$ cat config.mk
export PLATFORM = sky130hd
export DESIGN_NAME = uart_packet_decoder
export DESIGN_NICKNAME = d
export VERILOG_FILES = /design/src/rtl/uart_packet_decoder.sv
export SDC_FILE = /design/constraint.sdc
export NUM_CORES = 1
export LEC_CHECK = 0
export ABC_AREA = 0
export CAP_MARGIN = 20
export CORE_UTILIZATION = 30
export CTS_BUF_LIST = sky130_fd_sc_hd__clkbuf_16
export CTS_CLUSTER_SIZE = 40
export DETAILED_ROUTE_END_ITERATION = 7
export GPL_TIMING_DRIVEN = 1
export PLACE_DENSITY_LB_ADDON = 0.25
export SETUP_SLACK_MARGIN = 0.05
export SLEW_MARGIN = 20
export SYNTH_ARGS = -nofsm -noshare
export SYNTH_HDL_FRONTEND = slang
export SYNTH_SLANG_ARGS = --single-unit
$ cat constraint.sdc
create_clock -name clk -period 5.2 [get_ports clk]
set_input_delay 1.04 -clock clk [delete_from_list [all_inputs] [get_ports clk]]
set_output_delay 1.04 -clock clk [all_outputs]
set_load 0.1 [all_outputs]
$ cat src/rtl/uart_packet_decoder.sv
// Decodes 0x7E-framed packets from a UART byte stream, validates the mod-256 checksum,
// then streams the buffered payload out through a valid/ready port.
module uart_packet_decoder #(
  parameter int TIMEOUT_CYCLES = 100000,
  parameter int MAX_LEN        = 16
) (
  input  logic       clk,
  input  logic       reset,
  input  logic [7:0] rx_data,
  input  logic       rx_drdy,
  output logic       pkt_valid,
  output logic [6:0] out_addr,
  output logic       out_write,
  output logic [4:0] out_len,
  output logic [7:0] out_data,
  output logic       out_valid,
  input  logic       out_ready,
  output logic       out_last,
  output logic       err_checksum,
  output logic       err_length,
  output logic       err_timeout,
  output logic       err_overrun,
  output logic       busy
);

  localparam int AW    = (MAX_LEN > 1) ? $clog2(MAX_LEN) : 1;
  localparam int DEPTH = 1 << AW;
  localparam int TW    = $clog2(TIMEOUT_CYCLES + 1);
  localparam logic [7:0] SOF = 8'h7E;

  typedef enum logic [2:0] {
    ST_IDLE,
    ST_HEADER,
    ST_LENGTH,
    ST_PAYLOAD,
    ST_CHECK,
    ST_DRAIN
  } state_t;

  state_t        r_state;
  logic          r_drdy_prev;
  logic [7:0]    r_sum;
  logic [4:0]    r_wr_idx;
  logic [4:0]    r_rd_idx;
  logic [TW-1:0] r_tmo;
  logic [7:0]    r_buf [DEPTH];

  logic          r_pkt_valid;
  logic [6:0]    r_out_addr;
  logic          r_out_write;
  logic [4:0]    r_out_len;
  logic [7:0]    r_out_data;
  logic          r_out_valid;
  logic          r_out_last;
  logic          r_err_checksum;
  logic          r_err_length;
  logic          r_err_timeout;
  logic          r_err_overrun;

  logic          w_strobe;
  logic [7:0]    w_sum_final;
  logic [4:0]    w_wr_next;
  logic [4:0]    w_rd_next;
  logic          w_handshake;
  logic          w_tmo_expired;
  logic          w_len_ok;
  logic          w_buf_we;

  assign w_strobe      = rx_drdy & ~r_drdy_prev;
  assign w_sum_final   = r_sum + rx_data;
  assign w_wr_next     = r_wr_idx + 5'd1;
  assign w_rd_next     = r_rd_idx + 5'd1;
  assign w_handshake   = r_out_valid & out_ready;
  assign w_tmo_expired = (r_tmo == TW'(TIMEOUT_CYCLES - 1));
  assign w_len_ok      = (rx_data <= 8'(MAX_LEN));
  assign w_buf_we      = w_strobe && (r_state == ST_PAYLOAD);

  // Payload store; no reset so it maps onto block RAM.
  always_ff @(posedge clk) begin
    if (w_buf_we) begin
      r_buf[r_wr_idx[AW-1:0]] <= rx_data;
    end
  end

  always_ff @(posedge clk) begin
    if (reset) begin
      r_state        <= ST_IDLE;
      r_drdy_prev    <= 1'b0;
      r_sum          <= 8'h00;
      r_wr_idx       <= 5'd0;
      r_rd_idx       <= 5'd0;
      r_tmo          <= '0;
      r_pkt_valid    <= 1'b0;
      r_out_addr     <= 7'd0;
      r_out_write    <= 1'b0;
      r_out_len      <= 5'd0;
      r_out_data     <= 8'h00;
      r_out_valid    <= 1'b0;
      r_out_last     <= 1'b0;
      r_err_checksum <= 1'b0;
      r_err_length   <= 1'b0;
      r_err_timeout  <= 1'b0;
      r_err_overrun  <= 1'b0;
    end else begin
      r_drdy_prev    <= rx_drdy;
      r_pkt_valid    <= 1'b0;
      r_err_checksum <= 1'b0;
      r_err_length   <= 1'b0;
      r_err_timeout  <= 1'b0;
      r_err_overrun  <= 1'b0;

      // The inter-byte timer only runs while a frame is being received.
      if (w_strobe || r_state == ST_IDLE || r_state == ST_DRAIN) begin
        r_tmo <= '0;
      end else begin
        r_tmo <= r_tmo + 1'b1;
      end

      case (r_state)
        ST_IDLE: begin
          if (w_strobe && rx_data == SOF) begin
            r_state <= ST_HEADER;
          end
        end

        ST_HEADER: begin
          if (w_strobe) begin
            r_out_write <= rx_data[7];
            r_out_addr  <= rx_data[6:0];
            r_sum       <= rx_data;
            r_state     <= ST_LENGTH;
          end else if (w_tmo_expired) begin
            r_err_timeout <= 1'b1;
            r_state       <= ST_IDLE;
          end
        end

        ST_LENGTH: begin
          if (w_strobe) begin
            if (!w_len_ok) begin
              r_err_length <= 1'b1;
              r_state      <= ST_IDLE;
            end else begin
              r_out_len <= rx_data[4:0];
              r_sum     <= w_sum_final;
              r_wr_idx  <= 5'd0;
              r_state   <= (rx_data == 8'h00) ? ST_CHECK : ST_PAYLOAD;
            end
          end else if (w_tmo_expired) begin
            r_err_timeout <= 1'b1;
            r_state       <= ST_IDLE;
          end
        end

        ST_PAYLOAD: begin
          if (w_strobe) begin
            r_sum    <= w_sum_final;
            r_wr_idx <= w_wr_next;
            if (w_wr_next == r_out_len) begin
              r_state <= ST_CHECK;
            end
          end else if (w_tmo_expired) begin
            r_err_timeout <= 1'b1;
            r_state       <= ST_IDLE;
          end
        end

        ST_CHECK: begin
          if (w_strobe) begin
            if (w_sum_final == 8'h00) begin
              // Prime the first beat so out_valid is already up in the pkt_valid cycle.
              r_pkt_valid <= 1'b1;
              r_rd_idx    <= 5'd0;
              r_out_data  <= r_buf[AW'(0)];
              r_out_valid <= (r_out_len != 5'd0);
              r_out_last  <= (r_out_len == 5'd1);
              r_state     <= ST_DRAIN;
            end else begin
              r_err_checksum <= 1'b1;
              r_state        <= ST_IDLE;
            end
          end else if (w_tmo_expired) begin
            r_err_timeout <= 1'b1;
            r_state       <= ST_IDLE;
          end
        end

        ST_DRAIN: begin
          if (w_strobe) begin
            r_err_overrun <= 1'b1;
          end
          if (!r_out_valid) begin
            r_state <= ST_IDLE;
          end else if (w_handshake) begin
            if (r_out_last) begin
              r_out_valid <= 1'b0;
              r_out_last  <= 1'b0;
              r_state     <= ST_IDLE;
            end else begin
              r_rd_idx   <= w_rd_next;
              r_out_data <= r_buf[w_rd_next[AW-1:0]];
              r_out_last <= ((w_rd_next + 5'd1) == r_out_len);
            end
          end
        end

        default: r_state <= ST_IDLE;
      endcase
    end
  end

  assign pkt_valid    = r_pkt_valid;
  assign out_addr     = r_out_addr;
  assign out_write    = r_out_write;
  assign out_len      = r_out_len;
  assign out_data     = r_out_data;
  assign out_valid    = r_out_valid;
  assign out_last     = r_out_last;
  assign err_checksum = r_err_checksum;
  assign err_length   = r_err_length;
  assign err_timeout  = r_err_timeout;
  assign err_overrun  = r_err_overrun;
  assign busy         = (r_state != ST_IDLE);

endmodule
==> summary.txt <==
Synthesis
  – Sequential area share after synthesis: between 50% and 60%
  – Synth warn: 0
  – Post-Syn Instances: between 600 and 700
  – Xor and xnor area share after synthesis: around 3.5%
  – Synth Flop Type: edfxtp_1
  – Mapped Nets: between 700 and 800
  – Synth Area in Compound Gates: ~8.3%
  – Synth async-reset ratio: 0%
  – Largest family of logic cells by synthesized area: simple AND/OR/NAND/NOR gates
  – Count of state elements after synthesis: slightly below 200
  – Proportion of synthesized area in mux cells: a little under an eighth
  – Syn Area/Cell: 13.0 um2
  – Synth Area in Simple Gates: 13.7%
  – Number of flops mapped to enable cells by yosys: about 130
  – Distinct cell type count after synthesis: 73
  – Post-Synth Adder-Cell Area: 2.21%
  – Mapped Area: roughly 8800 um2

Clock network
  – Total CTS buffers: 17
  – CTS clock-pin slew for the worst setup and hold paths: roughly 80 ps
  – CTS tree: built
  – Clock Tree Buf Depth: 2
  – Clock root cell: clkbuf_16
  – Setup Fix Bufs, Post-CTS: 0
  – Clock Latency Late Sink: about 440 ps
  – Gates resized, CTS repair: 0
  – CTS sink count: 195
  – Hold_buf cts: 0
  – H-tree depth reported by CTS: 4

Power
  – Pleak: 3.31 nW
  – IR drop worst, VDD: around 250 uV
  – Pwr dens: around 300 nW/um2

Placed design
  – Number of buffers added on ports: 40
  – Dpl hpwl: 14000 um
  – GP Congestion: 0.752

STA
  – Tcrit/Tclk final: slightly above 70%
  – Max_slew headroom: around 28%
  – Fin. Hold Viols: 0
  – # setup viols final: 0
  – Worst Max-Slew Pin Slew: 1080 ps
  – Worst clock skew: about 16 ps
  – Max Fclk: approximately 260 MHz
  – Final Max Slew Viols: 0
  – Setup_tns: 0 ps
  – RSZ-0062 raised after global routing: no
  – Post-layout min period: ~3800 ps

Floorplanning
  – Die footprint: roughly 30000 um2
  – Rows: 62
  – Die Ht: 173 um
  – Starting density of the core: between 30% and 40%
  – Die X: 173 um
  – Top Ports: 41
  – Core area: between 20000 and 30000 um2

Critical path
  – Crit path to: r_rd_idx[2]$_SDFFE_PP0P_
  – Worst reg2reg startpoint: r_rd_idx[0]$_SDFFE_PP0P_
  – Critical path class: in2reg
  – Critical path required time: approximately 5500 ps
  – FF-to-FF End: out_data[5]$_SDFFE_PP0P_
  – CP Capture Type: flop
  – Critical path origin: rx_data[0]
  – CP Data Arrival Time: just over 4000 ps
  – Startpoint Class: primary input
  – R2r setup slk: about 2100 ps
  – Worst Reg-to-Reg Cells: 8
  – CP Max Fanout: 6

Outcome
  – Status: finished clean

Routing
  – Vias: 5625
  – Final wirelength: 21200 um
  – DRT iter0 DRCs: between 400 and 500
  – Post-DR wirelength/cell: 18.9 um
  – TritonRoute pass-1 iters: 5
  – ANT nets after route: 0
  – Via/cell ratio: roughly 5.0
  – DRC Markers: 0

Job
  – Max Cap Violations: 0

Global route
  – Gr ovfl total: 0
  – Global-route wire length before repair: approximately 33000 um
  – Vias in the first global route: approximately 5400
  – Antenna violations before repair: 1
  – All-Layer GR Usage: 14.6%
  – Largest net degree at the start of global routing: 44

Finish
  – Commonest non-fill, non-tap cells in the layout: 128 x edfxtp_1, 73 x nor2_1, 66 x dfxtp_1, 43 x nand2_1, 39 x clkdlybuf4s50_1
  – Commonest non-fill, non-tap cell in the layout: edfxtp_1
  – Area Overhead vs Synth: 17.0%
  – Util after Layout: 35.9%
  – Final net count: ~750
  – Layout cells sized above 1: roughly 16%

Min path
  – Hold Path Class: reg2reg
metal layers:
metal  vias up  share of wire [%]  wire length (um)  track usage [%]
li1       2692                  -                 -                -
met2        99                 46              9710             22.3
met4         0               0.95               201             4.09
met1      2822                 50             10700             21.4
met5         -                  0                 0                0
met3        12                3.1               656             2.11
Yosys cell counts (3+ instances only):
master / instances / area, um2
nor2b_1: 5 / 31.3
nor3_1: 37 / 185
and3b_1: 3 / 26.3
nor2_1: 73 / 274
a21oi_1: 23 / 115
mux4_2: 32 / 721
mux2i_1: 30 / 300
dfxtp_1: 67 / 1340
clkbuf_1: 21 / 78.8
nand2b_1: 10 / 62.6
xor2_1: 18 / 158
ha_1: 14 / 175
o31ai_1: 3 / 22.5
a211oi_2: 9 / 113
or3_1: 8 / 50.1
buf_1: 3 / 11.3
nand2_1: 43 / 161
xnor2_1: 12 / 105
edfxtp_1: 128 / 3840
nor4_1: 5 / 31.3
a211oi_1: 12 / 90.1
o211ai_1: 3 / 22.5
nand3_1: 18 / 90.1
and3_1: 4 / 25.0
and2_1: 3 / 18.8
buf_2: 8 / 40.0
inv_1: 5 / 18.8
a311oi_1: 6 / 52.6
nand4_1: 8 / 50.1
and4_1: 4 / 35.0
o21ai_0: 16 / 80.1
how the worst min path moves through the flow:
| stage | startpoint | to | slack [ps] | cells after the start |
|---|---|---|---|---|
| after global routing | r_tmo[0]$_SDFF_PP0_ | r_tmo[0]$_SDFF_PP0_ | 490 | 1 |
| final | r_tmo[0]$_SDFF_PP0_ | r_tmo[0]$_SDFF_PP0_ | 480 | 1 |
| after floorplan | r_tmo[0]$_SDFF_PP0_ | r_tmo[0]$_SDFF_PP0_ | 440 | 1 |
| after detailed placement | r_tmo[0]$_SDFF_PP0_ | r_tmo[0]$_SDFF_PP0_ | 460 | 1 |
| after global placement | r_tmo[0]$_SDFF_PP0_ | r_tmo[0]$_SDFF_PP0_ | 460 | 1 |
| after CTS | r_tmo[0]$_SDFF_PP0_ | r_tmo[0]$_SDFF_PP0_ | 480 | 1 |
sequential cells by signal, summed over array words and instances, names as in the netlist, 3 cells and up:
signal    count
r_wr_idx      5
r_state       3
r_buf       128
out_len       5
r_sum         8
r_tmo        17
r_rd_idx      5
out_data      8
out_addr      7
cell families (layout without fill, tap and decap cells):
logic type                 Yosys count  in the layout
and+or+nand+nor                    239            239
other                                0              1
DFF                                195            195
buffers and inverters               40             94
muxes                               62             62
adders and majority gates           15             15
xor gates and xnor gates            32             32
AOI/OAI and AO/OA                   98             98
power breakdown:
| part | internal (mW) | switching (mW) |
|---|---|---|
| sequential | 1.65 | 0.00113 |
| clock | 0.662 | 0.690 |
| combinational | 0.0246 | 0.0585 |
| total | 2.33 | 0.750 |
cell type report:
type,count,area (um2)
multi-input cells,446,3500
inverters,6,22.5
diodes,1,2.50
clock buffers,17,425
repair buffers,56,515
fillers,2759,18500
well taps,384,480
flip-flops and latches,195,5190
clock inverters,15,193
worst max-delay path, stage by stage:
cell and delay (ps):
clkdlybuf4s50_1 440, ha_1 260, fa_1 410, a211oi_1 420
o21ba_2 230, o221ai_1 130, nor3b_2 390, nand4_2 270
and4_1 330, a41o_1 190
through the flow:
stage / worst slack, ps / hold slack (ps) / cells / instance area (um2) / power (mW)
after CTS: 1450 / 479 / 1119 / 10300 / 3.11
final: 1420 / 477 / 1120 / 10300 / 3.08
after global placement: 1010 / 462 / 1087 / 9690 / 1.77
after detailed placement: 1000 / 462 / 1087 / 9690 / 1.77
after global routing: 1230 / 494 / 1119 / 10300 / 3.18
after floorplan: 1870 / 438 / 681 / 8820 / 1.72
Power figures use the tool's default switching activity.
